<file path="src/rtl/rsa_pkg.sv">
// Purpose: shared constants for the modexp sequencer and the operand deserializer.
// Latency: n/a (package only).
// Backpressure: n/a.
// Contents: datapath widths, operand RAM word addresses, modexp_ctrl state encoding.
package rsa_pkg;

    localparam int N     = 32;
    localparam int NLOG2 = 5;
    localparam int ABITS = 8;

    // Operand RAM word map
    localparam logic [ABITS-1:0] XBAR_ADDR = 8'd0;  // running result, Montgomery domain
    localparam logic [ABITS-1:0] MBAR_ADDR = 8'd2;  // base, Montgomery domain
    localparam logic [ABITS-1:0] ONE_ADDR  = 8'd4;  // constant 1 for the final domain exit

    // Sequencer state encoding
    localparam logic [3:0] S_IDLE  = 4'd0;
    localparam logic [3:0] S_SQ    = 4'd1;
    localparam logic [3:0] S_SQ_W  = 4'd2;
    localparam logic [3:0] S_MUL   = 4'd3;
    localparam logic [3:0] S_MUL_W = 4'd4;
    localparam logic [3:0] S_NEXT  = 4'd5;
    localparam logic [3:0] S_FIN   = 4'd6;
    localparam logic [3:0] S_FIN_W = 4'd7;
    localparam logic [3:0] S_DONE  = 4'd8;

    // True in the single-cycle states that issue an MP command
    function automatic logic is_cmd_state(input logic [3:0] s);
        return (s == S_SQ) || (s == S_MUL) || (s == S_FIN);
    endfunction

endpackage

</file>
<file path="src/rtl/exp_bit_scanner.sv">
// Purpose: holds the latched exponent and walks its bit index down from e_idx to 0.
// Latency: load/dec take effect on the next clk edge; cur_bit/last are combinational from state.
// Backpressure: none; dec at idx==0 is a no-op (no wrap).
// Ports: clk, rst (async active-low), load + e_in/idx_in, dec, cur_bit = e[idx], last = (idx==0).
module exp_bit_scanner
    import rsa_pkg::*;
#(
    parameter int W    = N,
    parameter int IW   = NLOG2
) (
    input  logic          clk,
    input  logic          rst,
    input  logic          load,
    input  logic [W-1:0]  e_in,
    input  logic [IW-1:0] idx_in,
    input  logic          dec,
    output logic          cur_bit,
    output logic          last
);

    logic [W-1:0]  e_q,   e_d;
    logic [IW-1:0] idx_q, idx_d;

    always_comb begin
        e_d   = e_q;
        idx_d = idx_q;
        if (load) begin
            e_d   = e_in;
            idx_d = idx_in;
        end else if (dec && (idx_q != '0)) begin
            idx_d = idx_q - 1'b1;
        end
    end

    always_ff @(posedge clk or negedge rst) begin
        if (!rst) begin
            e_q   <= '0;
            idx_q <= '0;
        end else begin
            e_q   <= e_d;
            idx_q <= idx_d;
        end
    end

    assign cur_bit = e_q[idx_q];
    assign last    = (idx_q == '0);

endmodule

</file>
<file path="src/rtl/modexp_ctrl.sv">
// Purpose: left-to-right square-and-multiply sequencer driving a shared Montgomery-product engine.
// Latency: first mp_start one cycle after start; one command in flight, next issued after its mp_done.
// Backpressure: start ignored while busy; mp_done only sampled in the wait states.
// Ports: clk, rst (async active-low); start/e/e_idx/mp_count_in from the deserializer;
//        mp_start/mp_a_addr/mp_b_addr/mp_dst_addr/mp_count to the MP engine, mp_done back; busy, done.
// Config: MODEXP_FROM_MONT_EN adds a final MP(xbar,1) to leave the Montgomery domain before done.
module modexp_ctrl
    import rsa_pkg::*;
#(
    parameter int N_W   = N,
    parameter int NLOG2_W = NLOG2
) (
    input  logic               clk,
    input  logic               rst,
    input  logic               start,
    input  logic [N_W-1:0]     e,
    input  logic [NLOG2_W-1:0] e_idx,
    input  logic [NLOG2_W-1:0] mp_count_in,
    input  logic               mp_done,
    output logic               mp_start,
    output logic [ABITS-1:0]   mp_a_addr,
    output logic [ABITS-1:0]   mp_b_addr,
    output logic [ABITS-1:0]   mp_dst_addr,
    output logic [NLOG2_W-1:0] mp_count,
    output logic               busy,
    output logic               done
);

    logic [3:0]         state_q, state_d;
    logic               busy_q,  busy_d;
    logic [NLOG2_W-1:0] cnt_q,   cnt_d;
    logic [ABITS-1:0]   a_q,     a_d;
    logic [ABITS-1:0]   b_q,     b_d;
    logic               load, dec, cur_bit, last;

    exp_bit_scanner #(.W(N_W), .IW(NLOG2_W)) u_scan (
        .clk     (clk),
        .rst     (rst),
        .load    (load),
        .e_in    (e),
        .idx_in  (e_idx),
        .dec     (dec),
        .cur_bit (cur_bit),
        .last    (last)
    );

    always_comb begin
        state_d = state_q;
        busy_d  = busy_q;
        cnt_d   = cnt_q;
        a_d     = a_q;
        b_d     = b_q;
        load    = 1'b0;
        dec     = 1'b0;
        case (state_q)
            S_IDLE: if (start) begin
                load    = 1'b1;
                busy_d  = 1'b1;
                cnt_d   = mp_count_in;
                state_d = S_SQ;
            end
            S_SQ:    state_d = S_SQ_W;
            S_SQ_W:  if (mp_done) state_d = cur_bit ? S_MUL : S_NEXT;
            S_MUL:   state_d = S_MUL_W;
            S_MUL_W: if (mp_done) state_d = S_NEXT;
            S_NEXT: begin
                if (last) begin
`ifdef MODEXP_FROM_MONT_EN
                    state_d = S_FIN;
`else
                    state_d = S_DONE;
`endif
                end else begin
                    dec     = 1'b1;
                    state_d = S_SQ;
                end
            end
`ifdef MODEXP_FROM_MONT_EN
            S_FIN:   state_d = S_FIN_W;
            S_FIN_W: if (mp_done) state_d = S_DONE;
`endif
            S_DONE: begin
                busy_d  = 1'b0;
                state_d = S_IDLE;
            end
            default: state_d = S_IDLE;
        endcase

        // Operand addresses are loaded on entry to a command state and then
        // held untouched through its wait state.
        case (state_d)
            S_SQ:  begin a_d = XBAR_ADDR; b_d = XBAR_ADDR; end
            S_MUL: begin a_d = MBAR_ADDR; b_d = XBAR_ADDR; end
`ifdef MODEXP_FROM_MONT_EN
            S_FIN: begin a_d = XBAR_ADDR; b_d = ONE_ADDR;  end
`endif
            default: ;
        endcase
    end

    always_ff @(posedge clk or negedge rst) begin
        if (!rst) begin
            state_q <= S_IDLE;
            busy_q  <= 1'b0;
            cnt_q   <= '0;
            a_q     <= '0;
            b_q     <= '0;
        end else begin
            state_q <= state_d;
            busy_q  <= busy_d;
            cnt_q   <= cnt_d;
            a_q     <= a_d;
            b_q     <= b_d;
        end
    end

    assign mp_start    = is_cmd_state(state_q);
    assign mp_a_addr   = a_q;
    assign mp_b_addr   = b_q;
    assign mp_dst_addr = XBAR_ADDR;
    assign mp_count    = cnt_q;
    assign busy        = busy_q;
    assign done        = (state_q == S_DONE);

endmodule
</file>
<file path="config.mk">
export PLATFORM = sky130hd
export DESIGN_NAME = modexp_ctrl
export DESIGN_NICKNAME = d
export VERILOG_FILES = /design/src/rtl/rsa_pkg.sv /design/src/rtl/exp_bit_scanner.sv /design/src/rtl/modexp_ctrl.sv
export SDC_FILE = /design/constraint.sdc
export NUM_CORES = 1
export LEC_CHECK = 0
export ABC_CLOCK_PERIOD_IN_PS = 2900
export CORE_ASPECT_RATIO = 1.5
export CORE_MARGIN = 2
export CORE_UTILIZATION = 40
export CTS_BUF_LIST = sky130_fd_sc_hd__clkbuf_16
export DETAILED_ROUTE_END_ITERATION = 10
export DONT_BUFFER_PORTS = 1
export PLACE_DENSITY_LB_ADDON = 0.05
export SYNTH_ARGS = -nofsm -noshare
export SYNTH_HDL_FRONTEND = slang
export SYNTH_SLANG_ARGS = --single-unit
</file>
<file path="constraint.sdc">
create_clock -name clk -period 2.9 [get_ports clk]
set_input_delay 0.435 -clock clk [delete_from_list [all_inputs] [get_ports clk]]
set_output_delay 0.435 -clock clk [all_outputs]
set_load 0.05 [all_outputs]
</file>
==> summary.txt <==
Setup path
  • Slowest CP cell: dfrtp_1
  • Setup CP Type: register to register
  • Crit path required time: 3.04 ns
  • Delay of the slowest critical-path stage: approximately 0.71 ns
  • Critical Path Start Type: register
  • Critical path arrival: 2.55 ns
  • Critical Path End Type: register
  • Crit path max fanout: 12
  • Family with the most delay on the worst path: multiplexers
  • Critical path buffers and inverters: 0
  • Critical-path cell list: mux4_1, mux2_2, o221a_1, a221oi_2, a31oi_1

Yosys
  • Post-Syn Area: 2460 um^2
  • Sequential share of the synthesized area: 48.8%
  • Yosys reg bits: 48
  • Yosys cell types: 38
  • Average size of a mapped cell: 12.3 um^2
  • Cell count after synthesis: 200
  • Ys async rst share: 100%
  • Yosys warns: 0
  • Count of flip-flops with a built-in enable after synthesis: 0
  • Top_reg_cell synth: dfrtp_1

Power and ir drop
  • Leak: 1.15 nW
  • P per Cell Area: 1190 nW/um^2
  • Total power: 3.11 mW
  • Peak supply drop: 0.514 mV

Global route
  • Largest net degree at the start of global routing: 49
  • GRT Residual Overflow: 0
  • First-pass GRT wire length: 7.35 mm
  • Initial antenna violation count: 0
  • Vias in the first global route: 1,523
  • Total GRT Usage: 14.5%

Place
  • Detail Placement HPWL: 3.55 mm
  • IO buf count: 0
  • GP Congestion: 0.775

Final layout
  • Area grow syn2layout: 6.46%
  • Layout cell share with drive strength beyond 1: 30.3%
  • Nets@finish: 248
  • Commonest non-fill, non-tap cell in the layout: dfrtp_1
  • N_diodes: 0
  • Most frequent cells in the layout: 48 x dfrtp_1, 42 x mux2_2, 23 x conb_1

Die
  • Die span in x: 68.0 um
  • Boundary Pins: 78
  • Die height: 100 um
  • Core area: 6040 um^2
  • Die area: 6810 um^2
  • Initial Util: between 40% and 50%
  • Row cnt: 35

Clock tree
  • Clk sinks: 48
  • Num CTS Buffers: 5
  • Root Buffer Master: clkbuf_16
  • CTS HTree Levels: 2
  • Reg clk slew, reported paths: about 0.06 ns
  • Clock Latency Late Sink: 0.28 ns
  • Clk buf depth: 2
  • TritonCTS clock tree: yes

Drt
  • Post-route ant nets: 0
  • WL met3: around 210 um
  • Max layer used: met4
  • Routed wire length: ~4.7 mm
  • Drt pass-1 iters: 2
  • Wire per inst: 17.1 um
  • Initial DRC count: 43
  • DR vias: 1,405
  • Met2 routed WL: 2.63 mm
  • Drt via density: 5.11
  • Routed metal-1 wire length: between 1.5 and 2 mm
  • DRC violations left: 0

Timing
  • Period utilisation layout: 83.0%
  • Setup TNS: 0 ns
  • Fin crit period: ~2.4 ns
  • Max Clock Freq: 416 MHz
  • Final Hold Vio Count: 5
  • Slew Viols, Final: 0
  • Hold_ws: -0.00600 ns
  • Setup violators final: 0
  • Worst-Margin Slew: 0.677 ns
  • RSZ-0062 raised after global routing: no
  • Relative slew slack: 54.8%
  • Skew final: 0.00593 ns

Outcome
  • Status: complete, but fails checks
  • Failing checks: hold timing

Hold path
  • HP Class: input port to async pin

Job
  • Max-cap check violation count: 0
-- per-layer routing --
metal | GRT usage (%) | vias up
li1 | - | 654
met1 | 15.8 | 711
met2 | 25.9 | 34
met3 | 4.37 | 6
met4 | 4.62 | 0
met5 | 0 | -
-- report_power, final --
group	switching [mW]	total (mW)	internal [mW]	leakage (nW)
sequential	0.444	1.44	0.992	0.565
combinational	0.499	1.13	0.630	0.514
clock	0.231	0.544	0.313	0.0710
-- kinds of logic after synthesis --
group	Yosys count	synth area share, %
adders and majority gates	2	1.02
xor gates and xnor gates	6	2.14
DFF	48	48.8
AOI/OAI and AO/OA	19	5.64
muxes	53	25.4
and+or+nand+nor	31	6.71
buffers and inverters	40	10.2
other	1	0.152
-- cells in the mapped netlist (all sizes together) (2+ instances only) --
library cell / number / area (um^2)
mux2: 42 / 473
xnor2: 4 / 35.0
ha: 2 / 25.0
a2111oi: 2 / 17.5
nand2: 4 / 15.0
buf: 30 / 213
clkbuf: 5 / 18.8
xor2: 2 / 17.5
inv: 5 / 18.8
a21oi: 7 / 35.0
nand2b: 2 / 12.5
mux2i: 8 / 80.1
o2bb2ai: 2 / 17.5
nor4b: 2 / 17.5
nor2: 10 / 37.5
nor2b: 3 / 18.8
dfrtp: 48 / 1200
nand3: 4 / 20.0
mux4: 3 / 71.3
-- layout make-up --
type,count,area [um^2]
repair buffers,6,65.1
clock inverters,3,13.8
inverters,5,18.8
clock buffers,5,125
fillers,620,3420
multi-input cells,134,1100
well taps,74,92.6
flip-flops and latches,48,1200
-- final timing paths --
path / end / slack, ns / cells after the start / startpoint
worst max register to register: state_q[1] / 0.49 / 5 / u_scan.idx_q[0]
min in group clk: state_q[1] / 0.25 / 1 / mp_done
worst min register to register: u_scan.e_q[21] / 0.50 / 1 / u_scan.e_q[21]
max in group asynchronous: u_scan.e_q[7] / 2.68 / 1 / rst
worst max-delay path: state_q[1] / 0.49 / 5 / u_scan.idx_q[0]
worst min-delay path: u_scan.e_q[31] / -0.006 / 1 / rst
-- worst reg2reg max path, cell delays in order (launching register included) --
cell	delay (ns)
dfrtp_1	0.71
mux4_1	0.63
mux2_2	0.28
o221a_1	0.24
a221oi_2	0.27
a31oi_1	0.14
-- flip-flops by register name (all words and copies together) (netlist names) --
name,flops
mp_a_addr,1
state_q,4
u_scan.e_q,32
busy,1
u_scan.idx_q,5
mp_count,5
-- repair_timing --
action | in CTS | in global routing
hold buffers | 1 | 0
hold endpoints to repair | 48 | 0
gates resized for setup | 0 | 0
setup buffers | 0 | 0
-- metrics by stage --
stage / area, um^2 / hold slack, ns / util (%) / worst slack, ns / std cells
6_report: 2620 / -0.00600 / 43.4 / 0.494 / 275
5_1_grt: 2620 / 0.00567 / 43.4 / 0.358 / 275
4_1_cts: 2620 / 0.00814 / 43.4 / 0.457 / 275
3_5_place_dp: 2450 / 0.141 / 40.6 / 0.497 / 266
3_3_place_gp: 2450 / 0.141 / 40.6 / 0.575 / 266
2_1_floorplan: 2540 / 0.139 / - / 0.164 / 222
No activity file was read; power rests on OpenSTA's default activity.
